===== src/rtl/riscv_pkg.sv =====
// Shared RISC-V front-end definitions: data widths, fetch FSM states and PC helpers.
package riscv_pkg;

    localparam int unsigned XLEN = 64;
    localparam int unsigned ILEN = 32;

    // Fetch unit control states.
    typedef enum logic {
        FETCH,
        FLUSH
    } fetch_state_e;

    // Address of the instruction n words before pc (modulo 2^XLEN).
    function automatic logic [XLEN-1:0] pc_rewind(input logic [XLEN-1:0] pc,
                                                  input logic [XLEN-1:0] n);
        return pc - (n << 2);
    endfunction

endpackage


===== src/rtl/fetch_fifo.sv =====
// fetch_fifo: small synchronous FIFO holding fetched {pc, instruction} pairs.
// Flush empties the FIFO and overrides any same-cycle push or pop.
module fetch_fifo #(
    parameter int unsigned DEPTH = 2,
    parameter int unsigned WIDTH = 96
) (
    input  logic                   clk,
    input  logic                   rst_n,
    input  logic                   flush,
    input  logic                   push,
    input  logic [WIDTH-1:0]       push_data,
    input  logic                   pop,
    output logic [WIDTH-1:0]       head_data,
    output logic                   full,
    output logic                   empty,
    output logic [$clog2(DEPTH):0] count
);
    localparam int unsigned PW = (DEPTH > 1) ? $clog2(DEPTH) : 1;
    localparam int unsigned CW = $clog2(DEPTH) + 1;

    logic [WIDTH-1:0] mem_q [DEPTH];
    logic [PW-1:0]    rd_q, wr_q;
    logic [CW-1:0]    cnt_q;
    logic             do_push, do_pop;

    // Pointers wrap explicitly so non-power-of-two depths work.
    function automatic logic [PW-1:0] ptr_inc(input logic [PW-1:0] p);
        return (p == PW'(DEPTH - 1)) ? '0 : p + 1'b1;
    endfunction

    assign full      = (cnt_q == CW'(DEPTH));
    assign empty     = (cnt_q == '0);
    assign count     = cnt_q;
    assign head_data = mem_q[rd_q];
    // A push into a full FIFO is only legal when the head leaves in the same cycle.
    assign do_push   = push & (~full | pop);
    assign do_pop    = pop & ~empty;

    // Entry storage; contents are don't-care until written, so no reset.
    always_ff @(posedge clk) begin
        if (do_push && !flush) begin
            mem_q[wr_q] <= push_data;
        end
    end

    // Read/write pointers and occupancy.
    always_ff @(posedge clk or negedge rst_n) begin
        if (!rst_n) begin
            rd_q  <= '0;
            wr_q  <= '0;
            cnt_q <= '0;
        end else if (flush) begin
            rd_q  <= '0;
            wr_q  <= '0;
            cnt_q <= '0;
        end else begin
            if (do_push) wr_q <= ptr_inc(wr_q);
            if (do_pop)  rd_q <= ptr_inc(rd_q);
            case ({do_push, do_pop})
                2'b10:   cnt_q <= cnt_q + 1'b1;
                2'b01:   cnt_q <= cnt_q - 1'b1;
                default: cnt_q <= cnt_q;
            endcase
        end
    end

endmodule


===== src/rtl/instr_fetch.sv =====
// instr_fetch: sequential instruction fetch with a credit-limited request stream,
// an in-order response buffer and redirect/flush handling.
// Build option: IFETCH_MISALIGN_CHECK_EN -- flag redirect targets with pc[1:0] != 0 and
// stall fetching until an aligned redirect; otherwise targets are silently word-aligned.
module instr_fetch
    import riscv_pkg::*;
#(
    parameter logic [XLEN-1:0] RESET_PC  = 64'h0,
    parameter int unsigned     BUF_DEPTH = 2
) (
    input  logic            clk,
    input  logic            rst_n,
    output logic            imem_req_valid,
    input  logic            imem_req_ready,
    output logic [XLEN-1:0] imem_req_addr,
    input  logic            imem_rsp_valid,
    input  logic [ILEN-1:0] imem_rsp_data,
    input  logic            redirect_valid,
    input  logic [XLEN-1:0] redirect_pc,
    output logic            inst_valid,
    input  logic            inst_ready,
    output logic [ILEN-1:0] inst,
    output logic [XLEN-1:0] inst_pc,
    output logic            misalign_err
);
    localparam int unsigned CW = $clog2(BUF_DEPTH) + 1;
    localparam int unsigned SW = CW + 1;
    localparam int unsigned EW = XLEN + ILEN;

    fetch_state_e    state_q, state_d;
    logic [XLEN-1:0] pc_q, pc_d;
    logic [CW-1:0]   out_q, out_d;
    logic [CW-1:0]   buf_count;
    logic            buf_full, buf_empty;
    logic [EW-1:0]   buf_head;
    logic [SW-1:0]   inflight;
    logic [XLEN-1:0] redirect_tgt;
    logic [XLEN-1:0] rsp_pc;
    logic            req_fire, push_en, pop_en;

`ifdef IFETCH_MISALIGN_CHECK_EN
    logic mis_q;

    // Error follows the alignment of the most recent redirect target.
    always_ff @(posedge clk or negedge rst_n) begin
        if (!rst_n) begin
            mis_q <= 1'b0;
        end else if (redirect_valid) begin
            mis_q <= (redirect_pc[1:0] != 2'b00);
        end
    end

    assign misalign_err = mis_q;
    assign redirect_tgt = redirect_pc;
`else
    assign misalign_err = 1'b0;
    assign redirect_tgt = redirect_pc & ~XLEN'(3);
`endif

    // Outstanding requests in FETCH are consecutive words ending just below pc_q,
    // so the oldest one (the responding one) sits out_q words back.
    assign rsp_pc   = pc_rewind(pc_q, XLEN'(out_q));
    assign req_fire = imem_req_valid & imem_req_ready;
    // Redirect wins over pop and push in the same cycle.
    assign pop_en   = inst_valid & inst_ready & ~redirect_valid;
    assign push_en  = imem_rsp_valid & (state_q == FETCH) & ~redirect_valid;

    fetch_fifo #(
        .DEPTH (BUF_DEPTH),
        .WIDTH (EW)
    ) u_fifo (
        .clk       (clk),
        .rst_n     (rst_n),
        .flush     (redirect_valid),
        .push      (push_en),
        .push_data ({rsp_pc, imem_rsp_data}),
        .pop       (pop_en),
        .head_data (buf_head),
        .full      (buf_full),
        .empty     (buf_empty),
        .count     (buf_count)
    );

    // Next-state for FSM, fetch pc and outstanding count; request valid.
    always_comb begin
        state_d        = state_q;
        pc_d           = pc_q;
        out_d          = out_q;
        inflight       = SW'(out_q) + SW'(buf_count);
        // rst_n gating keeps the request low while reset is held.
        imem_req_valid = rst_n & (state_q == FETCH) & ~misalign_err &
                         (inflight < SW'(BUF_DEPTH));

        case ({req_fire, imem_rsp_valid})
            2'b10:   out_d = out_q + 1'b1;
            2'b01:   out_d = out_q - 1'b1;
            default: out_d = out_q;
        endcase

        if (redirect_valid) begin
            // Everything still in flight, including a request accepted now, is stale.
            pc_d    = redirect_tgt;
            state_d = (out_d != '0) ? FLUSH : FETCH;
        end else begin
            if (req_fire) pc_d = pc_q + XLEN'(4);
            if (state_q == FLUSH && out_d == '0) state_d = FETCH;
        end
    end

    // Control state registers.
    always_ff @(posedge clk or negedge rst_n) begin
        if (!rst_n) begin
            state_q <= FETCH;
            pc_q    <= RESET_PC;
            out_q   <= '0;
        end else begin
            state_q <= state_d;
            pc_q    <= pc_d;
            out_q   <= out_d;
        end
    end

    assign imem_req_addr = pc_q;
    assign inst_valid    = ~buf_empty;
    assign inst          = inst_valid ? buf_head[ILEN-1:0] : '0;
    assign inst_pc       = inst_valid ? buf_head[EW-1:ILEN] : '0;

endmodule


===== config.mk =====
export PLATFORM = sky130hd
export DESIGN_NAME = instr_fetch
export DESIGN_NICKNAME = d
export VERILOG_FILES = /design/src/rtl/riscv_pkg.sv /design/src/rtl/fetch_fifo.sv /design/src/rtl/instr_fetch.sv
export SDC_FILE = /design/constraint.sdc
export NUM_CORES = 1
export LEC_CHECK = 0
export ABC_AREA = 0
export BUFFER_PORTS_ARGS = -buffer_cell sky130_fd_sc_hd__clkbuf_2
export CAP_MARGIN = 5
export CORE_ASPECT_RATIO = 0.8
export CORE_UTILIZATION = 38
export CTS_BUF_LIST = sky130_fd_sc_hd__clkbuf_4 sky130_fd_sc_hd__clkbuf_8 sky130_fd_sc_hd__clkbuf_16
export DETAILED_ROUTE_END_ITERATION = 10
export PLACE_DENSITY = 0.67
export SLEW_MARGIN = 25
export SYNTH_ARGS = -nofsm -noshare
export SYNTH_HDL_FRONTEND = slang
export SYNTH_SLANG_ARGS = --single-unit

===== constraint.sdc =====
create_clock -name clk -period 6.8 [get_ports clk]
set_input_delay 0.68 -clock clk [delete_from_list [all_inputs] [get_ports clk]]
set_output_delay 0.68 -clock clk [all_outputs]
set_load 0.01 [all_outputs]

# Yosys cells after proc, flatten, opt, wreduce, memory -nomap -nowiden

Memory sizes are Yosys's and may differ from the RTL's.
Index checks and enable logic that the tools add are counted.
Widths: inputs -> output; s select.

Register bits after elaboration: 71
Bits in writable memories: 192
Logic and storage cells: 65
Memories: 1

Add/sub/neg operators: 9
Order comparisons: 1
Eq/ne operators: 5
Multiplexer cells: 18
Bitwise operators: 14
Reduce and logical (&&, ||, !) cells: 11

Memories:

| memory       | depth | bits a word | read ports | clocked after memory_dff | wr ports | line             | RTL |
|---|---|---|---|---|---|---|---|
| u_fifo.mem_q | 2     | 96          | 1          | 0                        | 1        | fetch_fifo.sv:21 | `logic [WIDTH-1:0] mem_q [DEPTH];` |

Operators by type and width:

| cell                  | count |
|---|---|
| $mux 64               | 3 |
| $add 64x3->64 const B | 1 |
| $sub 64x4->64         | 1 |
| $mux 32               | 1 |
| $mux 1                | 11 |
| $reduce_bool 2->1     | 5 |
| $and 1x1->1           | 9 |
| $pmux 2 s2            | 2 |
| $eq 2x2->1 const B    | 3 |
| $add 2x1->2 const B   | 2 |
| $eq 2x1->1 const B    | 2 |
| $logic_not 2->1       | 2 |
| $not 1->1             | 4 |
| $sub 2x1->2 const B   | 2 |
| $add 2x2->3           | 1 |
| $lt 3x2->1 const B    | 1 |
| $reduce_bool 3->1     | 1 |
| $add 1x1->1 const B   | 2 |
| $logic_and 1x1->1     | 2 |
| $mux 2                | 1 |
| $logic_not 1->1       | 1 |
| $or 1x1->1            | 1 |

# Logic depth before layout (Yosys ltp)

Depth in word-level cells: 10
Gate-level depth with buffers: 11
Mapped depth without buffers: 11

# By module

Synthesis repeated with hierarchy kept, for this count alone.

Cell total of the unflattened synthesis: 1094
Area total of the unflattened synthesis: 13092.6 µm²

By module, submodules not included:

| module      | instances | cells an instance | area each (µm²) | sequential area each (µm²) |
|---|---|---|---|---|
| fetch_fifo  | 1         | 326               | 7285.7          | 5865.6 |
| instr_fetch | 1         | 768               | 5806.8          | 1626.6 |

# Worst setup path after synthesis

OpenSTA, ideal clock, no wires.

Kind: input-to-reg
Start point: in redirect_valid
End point: mem u_fifo.mem_q[0][0], enable pin
Setup time: 0.549 ns
Arrival: 5.238 ns
Required time: 6.251 ns
Slack: 1.013 ns
Stages: 5
Path buffers: 2
Path through: clkbuf_1 > clkbuf_1 > nor2_1 > nand3_1 > nor2_1

Longest elaborated chain between the ends: 7
Elaborated cells on any way between the ends: 9

Ends and longest elaborated chain:

| item                             | line                                 | RTL |
|---|---|---|
| start: declaration               | instr_fetch.sv:18                    | `input logic redirect_valid,` |
| $not 1->1                        | instr_fetch.sv:65, instr_fetch.sv:66 |  |
| $and 1x1->1                      | instr_fetch.sv:65                    | `assign pop_en = inst_valid & inst_ready & ~redirect_valid;` |
| $or 1x1->1                       | fetch_fifo.sv:36                     | `assign do_push = push & (~full \| pop);` |
| $and 1x1->1                      | fetch_fifo.sv:36                     |  |
| $logic_and 1x1->1 (*)            | fetch_fifo.sv:41                     | `if (do_push && !flush) begin` |
| $mux 1 (*)                       | fetch_fifo.sv:41                     |  |
| $mux 1 (not written as such) (*) | fetch_fifo.sv:42                     | `mem_q[wr_q] <= push_data;` |
| end: declaration                 | fetch_fifo.sv:21                     |  |

Mark *: on every way between the ends. The rest lies on a longest branch, timed or not.

# Worst setup path after layout

Start point: reg u_fifo.cnt_q[0] (netlist: u_fifo.count[0])
End point: reg pc_q[55] (netlist: imem_req_addr[55])

Longest elaborated chain between the ends: 5

Ends and longest elaborated chain:

| item                               | line               | RTL |
|---|---|---|
| start: declaration                 | fetch_fifo.sv:23   | `logic [CW-1:0] cnt_q;` |
| start signal: assignment           | fetch_fifo.sv:60   | `2'b10: cnt_q <= cnt_q + 1'b1;` |
| start signal: assignment           | fetch_fifo.sv:61   | `2'b01: cnt_q <= cnt_q - 1'b1;` |
| start signal: assignment           | fetch_fifo.sv:62   | `default: cnt_q <= cnt_q;` |
| $add 2x2->3                        | instr_fetch.sv:89  | `inflight = SW'(out_q) + SW'(buf_count);` |
| $lt 3x2->1                         | instr_fetch.sv:92  | `(inflight < SW'(BUF_DEPTH));` |
| $and 1x1->1                        | instr_fetch.sv:91  | `imem_req_valid = rst_n & (state_q == FETCH) & ~misalign_err &` |
| $and 1x1->1                        | instr_fetch.sv:63  | `assign req_fire = imem_req_valid & imem_req_ready;` |
| $reduce_bool 2->1 (no source line) | --                 |  |
| end signal: assignment             | instr_fetch.sv:118 | `pc_q <= pc_d;` |
| end: declaration                   | instr_fetch.sv:31  | `logic [XLEN-1:0] pc_q, pc_d;` |

Every way passes these cells.
A chain may end at the register's enable or synchronous reset.

==> reports/results.ini <==
[cts]
cts_resized=0
htree_levels=1
holdBufCountCts=0
clock_path_buffers=3
cts_buffers=28
clk_pin_slew_ns=0.06
cts_tree=done
root_buffer=clkbuf_16
clock-sinks=257
post_cts_buffers=0
clkLatencyLatePin_ns=0.56

[job]
cap_violations=0

[synthesis]
syn-cell-area_um2=12600
synth_fa_ha_area_frac=0.00714
synth_top_area_cell=edfxtp_1
synthTopCellsByArea=edfxtp_1, dfrtp_1, mux2i_1, xnor2_1, nor2_1
synth-seq-cells=257
synth_compound_area_frac=0.0388
synth-xor-area-share=0.0735
synth_top_family_by_area=simple AND/OR/NAND/NOR gates
yosysTopAreaCellShare=0.447
ys.flop_type=edfxtp_1
async_flop_share=0.268
syn_avg_cell_area_um2=11.2
synth-edff-count=188
yosys.area_share.simple=0.181
synthMuxAreaShare=0.0786
syn_inst=1125
synth_cell_types=48
ys_warn_count=0
ys_seq_area_frac=0.584

[placed_design]
place_congestion=0.820
port_buffers=257
dpl_cell_area_um2=14200
dpl_worst_slack_ns=3.01
dp_hpwl_um=24600

[power_and_ir_drop]
pwr_density_cell_nw_per_um2=283
total_power_mw=4.29
vdd_ir_drop_max_v=0.000230
leakage_nw=5.66

[drt]
via_per_inst=5.30
drc_errors=0
wire_per_inst_um=19.6
routed_wl_um=34900
drtIter0Drc=712
dr.pass1.iters=5
ant_nets=0
via_count=9448

[die]
placementRows=59
initial_utilization=0.387
die_h_um=165
core_area_um2=32600
die_w_um=206
die_area_um2=34000
io-pin-count=265

[final_layout]
fin_area_um2=15200
final_cell_mix=clkbuf_2, edfxtp_1, nor2_1, mux2i_1, nand2_1
layout_commonest_cell=clkbuf_2
diodes=0
drive_gt1_frac=0.246
fillerInstances=3032
syn_to_final_growth_pct=20.1
final_nets=1441

[global_routing]
grt_usage=0.201
antenna_found_initial=0
grt_pass1_vias=8970
grt_first_pass_wirelength_um=52200
grt_max_degree=77
gr-total-overflow=0

[sta]
max_freq_ghz=0.264
slew_headroom=0.389
fin_tns_setup_ns=0
setup_slack_ns=3.01
slew_viol_final=0
whs_ns=0.0605
finalCriticalPeriod_ns=3.79
rsz0062_at_grt=no
worstMarginPinSlew_ns=0.917
hold_viol=0
setup_viol=0
fin_skew_ns=0.0187
period_share=0.558

[critical_path]
critPathKind=register to register
cp.required_ns=7.28
rr_worst_depth=8
critical_path.endpoint_type=register
critPathLaunchType=register
cp.arrival_ns=4.27
cp_max_fo=21

[outcome]
status=complete, no violations

[hold_path]
hp-class=input pin to async pin

## cells by family (layout without fill, tap and decap cells)
kind of cell,after synthesis,in the layout
AOI/OAI and AO/OA,82,82
xor gates and xnor gates,106,106
adders and majority gates,6,6
buffers and inverters,116,342
DFF,257,257
muxes,99,99
other,1,5
and+or+nand+nor,458,458
## per-layer routing
layer  up-vias  GRT usage  part of all wire
li1       4450          -                 -
met1      4645      0.302              0.48
met2       304      0.297              0.43
met3        49     0.0385             0.064
met4         0     0.0501             0.020
met5         -          0                 0
## path summary, 6_finish.rpt
path	start	end	slack [ns]
setup reg to reg	u_fifo.count[0]	imem_req_addr[55]	3.01
setup / recovery	u_fifo.count[0]	imem_req_addr[55]	3.01
max in group asynchronous	rst_n	u_fifo.rd_q	5.73
hold / removal	rst_n	imem_req_addr[54]	0.06
min in group clk	imem_rsp_data[27]	u_fifo.mem_q[0][27]	0.32
hold reg to reg	state_q	state_q	0.55
## worst max-delay path: stages, from the launching register on
cell	delay [ns]
dfrtp_1	0.49
and2_1	0.19
fa_1	0.41
or4b_4	0.57
or4_1	0.52
buf_4	0.25
or4_4	0.67
or4_1	0.43
a31oi_1	0.17
## registers in the layout, summed over array words and instances (netlist names)
name / cells
u_fifo.count: 2
state_q: 1
u_fifo.rd_q: 1
imem_req_addr: 62
out_q: 2
u_fifo.wr_q: 1
u_fifo.mem_q: 188
## per-stage QoR
step / std cells / util
finish: 1782 / 0.465
global route: 1782 / 0.465
CTS: 1781 / 0.464
detailed placement: 1729 / 0.435
global placement: 1729 / 0.435
floorplan: 1129 / -
## synthesized netlist by cell type, drive strengths merged, types with 2 or more instances
library cell  instances
or4                  20
ha                    4
mux2i                98
xor2                 32
a22oi                 4
fa                    2
nor4b                 2
xnor2                74
nor2                147
a31oi                 9
and4                 14
inv                  17
a221o                 2
nor3b                 3
a211oi                2
nand4b                5
or3                  11
o21ai                52
and2                  7
clkbuf               79
edfxtp              188
dfrtp                69
nand2b                3
nand3                31
nor3                 31
buf                  20
nand2                96
nand4                35
nor4                 34
o31ai                 6
nor2b                 6
and3                 11
## area by class of cell
type / count / area, um^2 / area share
Sequential cell: 257 / 7380 / 0.487
Multi-Input combinational cell: 756 / 4830 / 0.319
Timing Repair Buffer: 273 / 1420 / 0.0934
Clock buffer: 39 / 820 / 0.0541
Tap cell: 427 / 534 / 0.0352
Clock inverter: 13 / 120 / 0.00792
Inverter: 17 / 63.8 / 0.00421
## report_power, final
| group | switching (mW) | leakage (nW) | total (mW) | internal, mW |
|---|---|---|---|---|
| Clock | 0.628 | 0.468 | 1.54 | 0.916 |
| Sequential | 0.145 | 2.53 | 1.99 | 1.85 |
| Combinational | 0.459 | 2.66 | 0.758 | 0.299 |
| Total | 1.23 | 5.66 | 4.29 | 3.06 |
Note: power is estimated with default switching activity, not from simulation.
